<file path="config.mk">
export PLATFORM = sky130hd
export DESIGN_NAME = rvc_asap_mem_arb
export DESIGN_NICKNAME = d
export VERILOG_FILES = /design/src/rtl/rvc_asap_pkg.sv /design/src/rtl/rvc_asap_mem_arb_rr.sv /design/src/rtl/rvc_asap_mem_arb.sv
export SDC_FILE = /design/constraint.sdc
export NUM_CORES = 1
export LEC_CHECK = 0
export BUFFER_PORTS_ARGS = -buffer_cell sky130_fd_sc_hd__buf_2
export CAP_MARGIN = 20
export CELL_PAD_IN_SITES_DETAIL_PLACEMENT = 2
export CELL_PAD_IN_SITES_GLOBAL_PLACEMENT = 2
export CORE_UTILIZATION = 13
export CTS_CLUSTER_SIZE = 40
export DETAILED_ROUTE_END_ITERATION = 10
export HOLD_SLACK_MARGIN = 0.15
export PLACE_DENSITY_LB_ADDON = 0.05
export SYNTH_ARGS = -nofsm -noshare
export SYNTH_HDL_FRONTEND = slang
export SYNTH_SLANG_ARGS = --single-unit
</file>
<file path="constraint.sdc">
create_clock -name i_clock -period 4 [get_ports i_clock]
set_input_delay 0.8 -clock i_clock [delete_from_list [all_inputs] [get_ports i_clock]]
set_output_delay 0.8 -clock i_clock [all_outputs]
set_load 0.02 [all_outputs]
</file>
<file path="src/rtl/rvc_asap_pkg.sv">
// Shared types for the rvc_asap data-memory path: arbitration state,
// requester identity and the per-port memory request bundle.
package rvc_asap_pkg;

    typedef enum logic {
        ARB  = 1'b0,
        LOCK = 1'b1
    } t_arb_state;

    // Encoding doubles as the bit index into the 2-bit request/grant vectors.
    typedef enum logic {
        CORE = 1'b0,
        HOST = 1'b1
    } t_arb_owner;

    typedef struct packed {
        logic        wr_en;
        logic [31:0] addr;
        logic [31:0] wr_data;
        logic [3:0]  byte_en;
    } t_mem_req;

endpackage

</file>
<file path="src/rtl/rvc_asap_mem_arb_rr.sv">
// Two-way round-robin picker: a lone requester wins, a contest goes to the
// port that did not win the previous contest. Bit 0 = core, bit 1 = host.
module rvc_asap_mem_arb_rr (
    input  logic [1:0] i_req,
    input  logic       i_last_winner,
    output logic [1:0] o_gnt
);

    genvar gi;
    generate
        for (gi = 0; gi < 2; gi++) begin : g_pick
            assign o_gnt[gi] = i_req[gi] & (~i_req[1-gi] | (i_last_winner != 1'(gi)));
        end
    endgenerate

endmodule

</file>
<file path="src/rtl/rvc_asap_mem_arb.sv">
// Shares one synchronous-read data memory between the core load/store path and
// the host loader/debug port, with round-robin fairness and a bounded host lock.
module rvc_asap_mem_arb
    import rvc_asap_pkg::*;
#(
    parameter int          ADDR_W         = 32,
    parameter logic [31:0] MEM_BASE       = 32'h0000_1000,
    parameter int          MEM_DEPTH      = 1024,
    parameter int          MAX_HOST_BURST = 8
) (
    input  logic                         i_clock,
    input  logic                         i_rst,
    input  logic                         i_core_req,
    input  logic                         i_core_wr_en,
    input  logic [ADDR_W-1:0]            i_core_addr,
    input  logic [31:0]                  i_core_wr_data,
    input  logic [3:0]                   i_core_byte_en,
    output logic                         o_core_gnt,
    output logic                         o_core_stall,
    output logic                         o_core_rd_valid,
    output logic [31:0]                  o_core_rd_data,
    output logic                         o_core_err,
    input  logic                         i_host_req,
    input  logic                         i_host_wr_en,
    input  logic [ADDR_W-1:0]            i_host_addr,
    input  logic [31:0]                  i_host_wr_data,
    input  logic [3:0]                   i_host_byte_en,
    input  logic                         i_host_lock,
    output logic                         o_host_gnt,
    output logic                         o_host_rd_valid,
    output logic [31:0]                  o_host_rd_data,
    output logic                         o_host_err,
    output logic                         o_mem_en,
    output logic                         o_mem_wr_en,
    output logic [$clog2(MEM_DEPTH)-1:0] o_mem_addr,
    output logic [31:0]                  o_mem_wr_data,
    output logic [3:0]                   o_mem_byte_en,
    input  logic [31:0]                  i_mem_rd_data
);

    localparam int                    LP_AW    = $clog2(MEM_DEPTH);
    localparam int                    LP_CNT_W = $clog2(MAX_HOST_BURST + 1);
    localparam logic [LP_CNT_W-1:0]   LP_MAX   = LP_CNT_W'(MAX_HOST_BURST);

    t_arb_state          r_state;
    t_arb_owner          r_last_winner;
    logic [LP_CNT_W-1:0] r_burst_cnt;
    logic                r_rsp_valid;
    t_arb_owner          r_rsp_owner;
    logic                r_rsp_load;
    logic                r_rsp_err;

    logic [1:0]  w_rr_gnt;
    logic [1:0]  w_gnt;
    logic        w_lock_mode;
    logic        w_burst_full;
    logic        w_contest;
    t_mem_req    w_req;
    logic [31:0] w_off;
    logic        w_in_range;
    logic        w_mem_en;
    logic        w_core_rsp;
    logic        w_host_rsp;

    rvc_asap_mem_arb_rr u_rr (
        .i_req         ({i_host_req, i_core_req}),
        .i_last_winner (r_last_winner == HOST),
        .o_gnt         (w_rr_gnt)
    );

    assign w_lock_mode  = (r_state == LOCK) && i_host_lock;
    assign w_burst_full = (r_burst_cnt == LP_MAX);
    assign w_contest    = i_core_req && i_host_req;

    // While locked the host wins unless its burst is spent and the core waits.
    always_comb begin
        w_gnt = 2'b00;
        if (i_rst) begin
            w_gnt = 2'b00;
        end else if (w_lock_mode) begin
            if (i_host_req && !(w_burst_full && i_core_req)) begin
                w_gnt = 2'b10;
            end else if (i_core_req) begin
                w_gnt = 2'b01;
            end
        end else begin
            w_gnt = w_rr_gnt;
        end
    end

    always_comb begin
        if (w_gnt[1]) begin
            w_req = '{wr_en: i_host_wr_en, addr: 32'(i_host_addr),
                      wr_data: i_host_wr_data, byte_en: i_host_byte_en};
        end else begin
            w_req = '{wr_en: i_core_wr_en, addr: 32'(i_core_addr),
                      wr_data: i_core_wr_data, byte_en: i_core_byte_en};
        end
    end

    // Misaligned addresses fall out of range along with anything outside the window.
    assign w_off      = w_req.addr - MEM_BASE;
    assign w_in_range = (w_req.addr[1:0] == 2'b00) && (w_req.addr >= MEM_BASE) &&
                        ((w_off >> (LP_AW + 2)) == 32'd0);
    assign w_mem_en   = (|w_gnt) && w_in_range;

    assign o_core_gnt    = w_gnt[0];
    assign o_host_gnt    = w_gnt[1];
    assign o_core_stall  = i_core_req && !w_gnt[0] && !i_rst;
    assign o_mem_en      = w_mem_en;
    assign o_mem_wr_en   = w_mem_en && w_req.wr_en;
    assign o_mem_addr    = w_mem_en ? w_off[LP_AW+1:2] : '0;
    assign o_mem_wr_data = w_mem_en ? w_req.wr_data : 32'd0;
    assign o_mem_byte_en = w_mem_en ? w_req.byte_en : 4'd0;

    always_ff @(posedge i_clock) begin
        if (i_rst) begin
            r_state       <= ARB;
            r_last_winner <= HOST;
            r_burst_cnt   <= '0;
            r_rsp_valid   <= 1'b0;
            r_rsp_owner   <= CORE;
            r_rsp_load    <= 1'b0;
            r_rsp_err     <= 1'b0;
        end else begin
            r_rsp_valid <= |w_gnt;
            r_rsp_owner <= w_gnt[1] ? HOST : CORE;
            r_rsp_load  <= !w_req.wr_en;
            r_rsp_err   <= !w_in_range;
            if (w_contest && (|w_gnt)) begin
                r_last_winner <= w_gnt[1] ? HOST : CORE;
            end
            if (w_lock_mode) begin
                if (w_gnt[1]) begin
                    r_burst_cnt <= w_burst_full ? LP_MAX : r_burst_cnt + 1'b1;
                end else if (w_gnt[0] && i_host_req) begin
                    r_burst_cnt <= '0;
                end
            end else if (w_gnt[1] && i_host_lock) begin
                r_state     <= LOCK;
                r_burst_cnt <= LP_CNT_W'(1);
            end else begin
                r_state     <= ARB;
                r_burst_cnt <= '0;
            end
        end
    end

    assign w_core_rsp      = r_rsp_valid && (r_rsp_owner == CORE) && !i_rst;
    assign w_host_rsp      = r_rsp_valid && (r_rsp_owner == HOST) && !i_rst;
    assign o_core_rd_valid = w_core_rsp && r_rsp_load;
    assign o_host_rd_valid = w_host_rsp && r_rsp_load;
    assign o_core_err      = w_core_rsp && r_rsp_err;
    assign o_host_err      = w_host_rsp && r_rsp_err;
    assign o_core_rd_data  = (o_core_rd_valid && !r_rsp_err) ? i_mem_rd_data : 32'd0;
    assign o_host_rd_data  = (o_host_rd_valid && !r_rsp_err) ? i_mem_rd_data : 32'd0;

endmodule

</file>
==> impl_metrics.prom <==
# TYPE chip_impl_metric gauge
chip_impl_info{name="run_status",value="completed"} 1
chip_impl_metric{name="htree_levels",unit=""} 1
chip_impl_metric{name="starting_utilization_of_the_core_area",unit=""} 0.134
chip_impl_metric{name="synthesis.nets",unit=""} 464
chip_impl_info{name="worstSetupEndpointType",value="output port"} 1
chip_impl_info{name="yosysTopAreaCell",value="sky130_fd_sc_hd__mux2i_1"} 1
chip_impl_metric{name="grt_max_degree",unit=""} 50
chip_impl_metric{name="coreArea",unit="µm²"} 15300
chip_impl_metric{name="clkSlewWorstSetupHoldPaths",unit="ns"} 0.04
chip_impl_metric{name="dpl_cell_area",unit="µm²"} 3780
chip_impl_metric{name="hold-worst-slack",unit="ns"} 0.555
chip_impl_metric{name="syn-cell-area",unit="µm²"} 2040
chip_impl_metric{name="numCtsBuffers",unit=""} 3
chip_impl_metric{name="design_power_total",unit="W"} 0.000509
chip_impl_metric{name="route.detailed.drc",unit=""} 0
chip_impl_metric{name="power_density_over_cell_area",unit="nW/µm²"} 131
chip_impl_metric{name="synthCells",unit=""} 287
chip_impl_metric{name="post_drt_wl_per_cell",unit="µm"} 15.0
chip_impl_info{name="synth.top_cells.by_area",value="sky130_fd_sc_hd__mux2i_1 (24%), sky130_fd_sc_hd__and2_1 (20%), sky130_fd_sc_hd__nor3_1 (12%), sky130_fd_sc_hd__dfxtp_1 (9.8%), sky130_fd_sc_hd__nor3_2 (4.4%)"} 1
chip_impl_metric{name="cts_num_sinks",unit=""} 10
chip_impl_metric{name="drtAntennaViolNets",unit=""} 0
chip_impl_metric{name="multiInputGateArea",unit="µm²"} 1740
chip_impl_metric{name="routed-via-count",unit=""} 3281
chip_impl_metric{name="cts_hold_buf",unit=""} 0
chip_impl_metric{name="finalInstanceArea",unit="µm²"} 3880
chip_impl_info{name="unrepaired_setup_endpoints_after_global_routing",value="no"} 1
chip_impl_metric{name="rows",unit=""} 45
chip_impl_metric{name="ys_seq_elements",unit=""} 10
chip_impl_info{name="cp_cell_sequence",value="buf_2, nor4_2, nand3_1, a2111oi_0, a41o_1, nand4_1, buf_12, nor3_1, buf_2"} 1
chip_impl_metric{name="final_net_count",unit=""} 750
chip_impl_metric{name="die_y",unit="µm"} 127
chip_impl_metric{name="relSlewSlack",unit=""} 0.601
chip_impl_metric{name="drv.max_cap_violation_count",unit=""} 0
chip_impl_metric{name="hold_viol",unit=""} 0
chip_impl_metric{name="post-route-period-util",unit=""} 0.925
chip_impl_metric{name="crit_path_max_fanout",unit=""} 49
chip_impl_metric{name="instances_no_fill",unit=""} 783
chip_impl_metric{name="grt_util_all_layers",unit=""} 0.137
chip_impl_metric{name="yosys_warns",unit=""} 0
chip_impl_metric{name="data_required_time_of_the_worst_path",unit="ns"} 3.20
chip_impl_metric{name="leak",unit="nW"} 2.36
chip_impl_info{name="timing.hold.worst.class",value="reg -> reg"} 1
chip_impl_metric{name="post_cts.repair.setup_buffers",unit=""} 0
chip_impl_metric{name="worst_tran_pin_value",unit="ns"} 0.598
chip_impl_metric{name="hpwlAfterDp",unit="µm"} 10000
chip_impl_metric{name="synth_top_area_frac",unit=""} 0.235
chip_impl_info{name="cts-root-buf",value="sky130_fd_sc_hd__clkbuf_16"} 1
chip_impl_metric{name="avgViaCountPerCell",unit=""} 4.19
chip_impl_info{name="critical_path.startpoint_type",value="primary input"} 1
chip_impl_metric{name="io_buffers",unit=""} 293
chip_impl_metric{name="syn-mean-instance-area",unit="µm²"} 7.11
chip_impl_metric{name="post_synth_edffs",unit=""} 0
chip_impl_info{name="cell_at_the_slowest_stage_of_the_critical_path",value="sky130_fd_sc_hd__a2111oi_0"} 1
chip_impl_metric{name="slew_violations",unit=""} 0
chip_impl_info{name="mostFrequentLayoutCell",value="sky130_fd_sc_hd__buf_2"} 1
chip_impl_metric{name="clock-skew-final",unit="ns"} 0.00340
chip_impl_metric{name="fillers",unit=""} 1878
chip_impl_info{name="ys_dominant_reg_cell",value="sky130_fd_sc_hd__dfxtp_1"} 1
chip_impl_metric{name="initialDrtViolationCount",unit=""} 58
chip_impl_metric{name="grt_remaining_overflow",unit=""} 0
chip_impl_metric{name="synth.yosys.seq_area_share",unit=""} 0.0980
chip_impl_metric{name="finalSetupTns",unit="ns"} 0
chip_impl_info{name="crit_type",value="in -> out"} 1
chip_impl_metric{name="dieArea",unit="µm²"} 16200
chip_impl_metric{name="numPlacedInstances",unit=""} 779
chip_impl_metric{name="power.ir.vdd_worst",unit="V"} 0.000132
chip_impl_metric{name="drt-total-wl",unit="µm"} 11700
chip_impl_metric{name="share_of_layout_cells_above_drive_strength_1",unit=""} 0.568
chip_impl_metric{name="overall_die_width",unit="µm"} 127
chip_impl_info{name="commonest_cells_after_routing_fill_and_taps_aside",value="sky130_fd_sc_hd__buf_2 (293), sky130_fd_sc_hd__and2_1 (65), sky130_fd_sc_hd__mux2i_1 (48)"} 1
chip_impl_metric{name="clock_insertion_delay_worst_skew",unit="ns"} 0.24
chip_impl_metric{name="grt_pass1_vias",unit=""} 3569
chip_impl_metric{name="boundaryPins",unit=""} 294
chip_impl_metric{name="critPathMaxStageDelay",unit="ns"} 0.44
chip_impl_metric{name="number_of_failing_setup_endpoints_in_the_final_timing_report",unit=""} 0
chip_impl_metric{name="synthArstFlopShare",unit=""} 0
chip_impl_metric{name="critical_path_arrival",unit="ns"} 2.90
chip_impl_metric{name="ys_types",unit=""} 45
chip_impl_metric{name="seq_cell_area",unit="µm²"} 200
chip_impl_metric{name="detailedRoute.firstPassIterationCount",unit=""} 4
chip_impl_metric{name="antenna-diode-count",unit=""} 0
chip_impl_metric{name="maximum_clock_frequency",unit="GHz"} 0.270
chip_impl_info{name="path_common_cell",value="sky130_fd_sc_hd__buf_2"} 1
chip_impl_metric{name="final_period_minus_worst_setup_slack",unit="ns"} 3.70
chip_impl_metric{name="area_growth_syn_to_layout",unit="%"} 90.0
chip_impl_metric{name="grt_antenna_before_repair",unit=""} 1
chip_impl_info{name="tritoncts",value="done"} 1
chip_impl_metric{name="final_replace_weighted_congestion",unit=""} 0.684
chip_impl_metric{name="grt_first_pass_wirelength",unit="µm"} 17800
chip_impl_metric{name="clock_tree.buffer_depth",unit=""} 2
layout make-up:
type	count	share of cell area
tap	211	0.0680
timing repair buffer	303	0.401
clock buffer	4	0.0229
sequential	10	0.0516
multi-input combinational	247	0.449
inverter	8	0.00774
final timing paths:
check | startpoint | endpoint | slack (ns) | depth (start not counted)
worst max-delay path | i_core_addr[18] | o_mem_byte_en[3] | 0.30 | 9
worst min-delay path | r_burst_cnt[2] | r_burst_cnt[2] | 0.55 | 2
worst max register to register | r_burst_cnt[0] | r_rsp_err | 1.65 | 9
worst min register to register | r_burst_cnt[2] | r_burst_cnt[2] | 0.55 | 2
per-stage QoR:
step	util	setup WS, ns
after floorplan	-	0.580
after global placement	0.248	0.122
after detailed placement	0.248	0.0871
after CTS	0.254	0.0551
after global routing	0.254	0.0582
final	0.254	0.300
Yosys cell counts, drive strengths merged (5+ instances only):
master and n:
nor2 11, clkbuf 17, nor3 56, buf 5, and2 65, inv 8
dfxtp 10, nand2 9, nand4 6, mux2i 48
timing repair:
action | CTS | global route
endpoints found under the hold margin | 0 | 0
setup endpoints to repair | 0 | 43
resized for setup | 0 | 1
report_power, final:
group | internal (W) | total [W] | switching [W]
combinational | 0.000106 | 0.000203 | 0.0000972
sequential | 0.000104 | 0.000108 | 0.00000364
clock | 0.000150 | 0.000198 | 0.0000478
total | 0.000360 | 0.000509 | 0.000149
state kept, by name, indices dropped and copies added, names as in the netlist:
signal / flops
r_burst_cnt: 4
r_last_winner: 1
r_rsp_err: 1
r_rsp_load: 1
r_rsp_owner: 1
r_rsp_valid: 1
r_state: 1
critical path: cells and delay by family:
family,cells,cell delay (ns)
simple gates,4,0.92
compound gates,2,0.59
buf+inv,3,0.56
layer usage:
| metal | up-vias | global-route usage | part of all wire |
|---|---|---|---|
| li1 | 1592 | - | - |
| met1 | 1533 | 0.129 | 0.34 |
| met2 | 148 | 0.289 | 0.57 |
| met3 | 6 | 0.0448 | 0.093 |
| met4 | 2 | 0.00980 | 0.0022 |
| met5 | - | 0 | 0.0012 |
cells by family (layout without fill, tap and decap cells):
family                   after synthesis  after routing  share of synthesized area
XOR/XNOR                               2              2                    0.00858
adder cells (fa/ha/maj)                2              2                     0.0123
AO/OA/AOI/OAI                         23             23                     0.0846
flip-flops                            10             10                     0.0980
AND/OR/NAND/NOR                      172            172                      0.499
buffers and inverters                 30            315                     0.0619
multiplexers                          48             48                      0.235
Note: power is estimated with default switching activity, not from simulation.
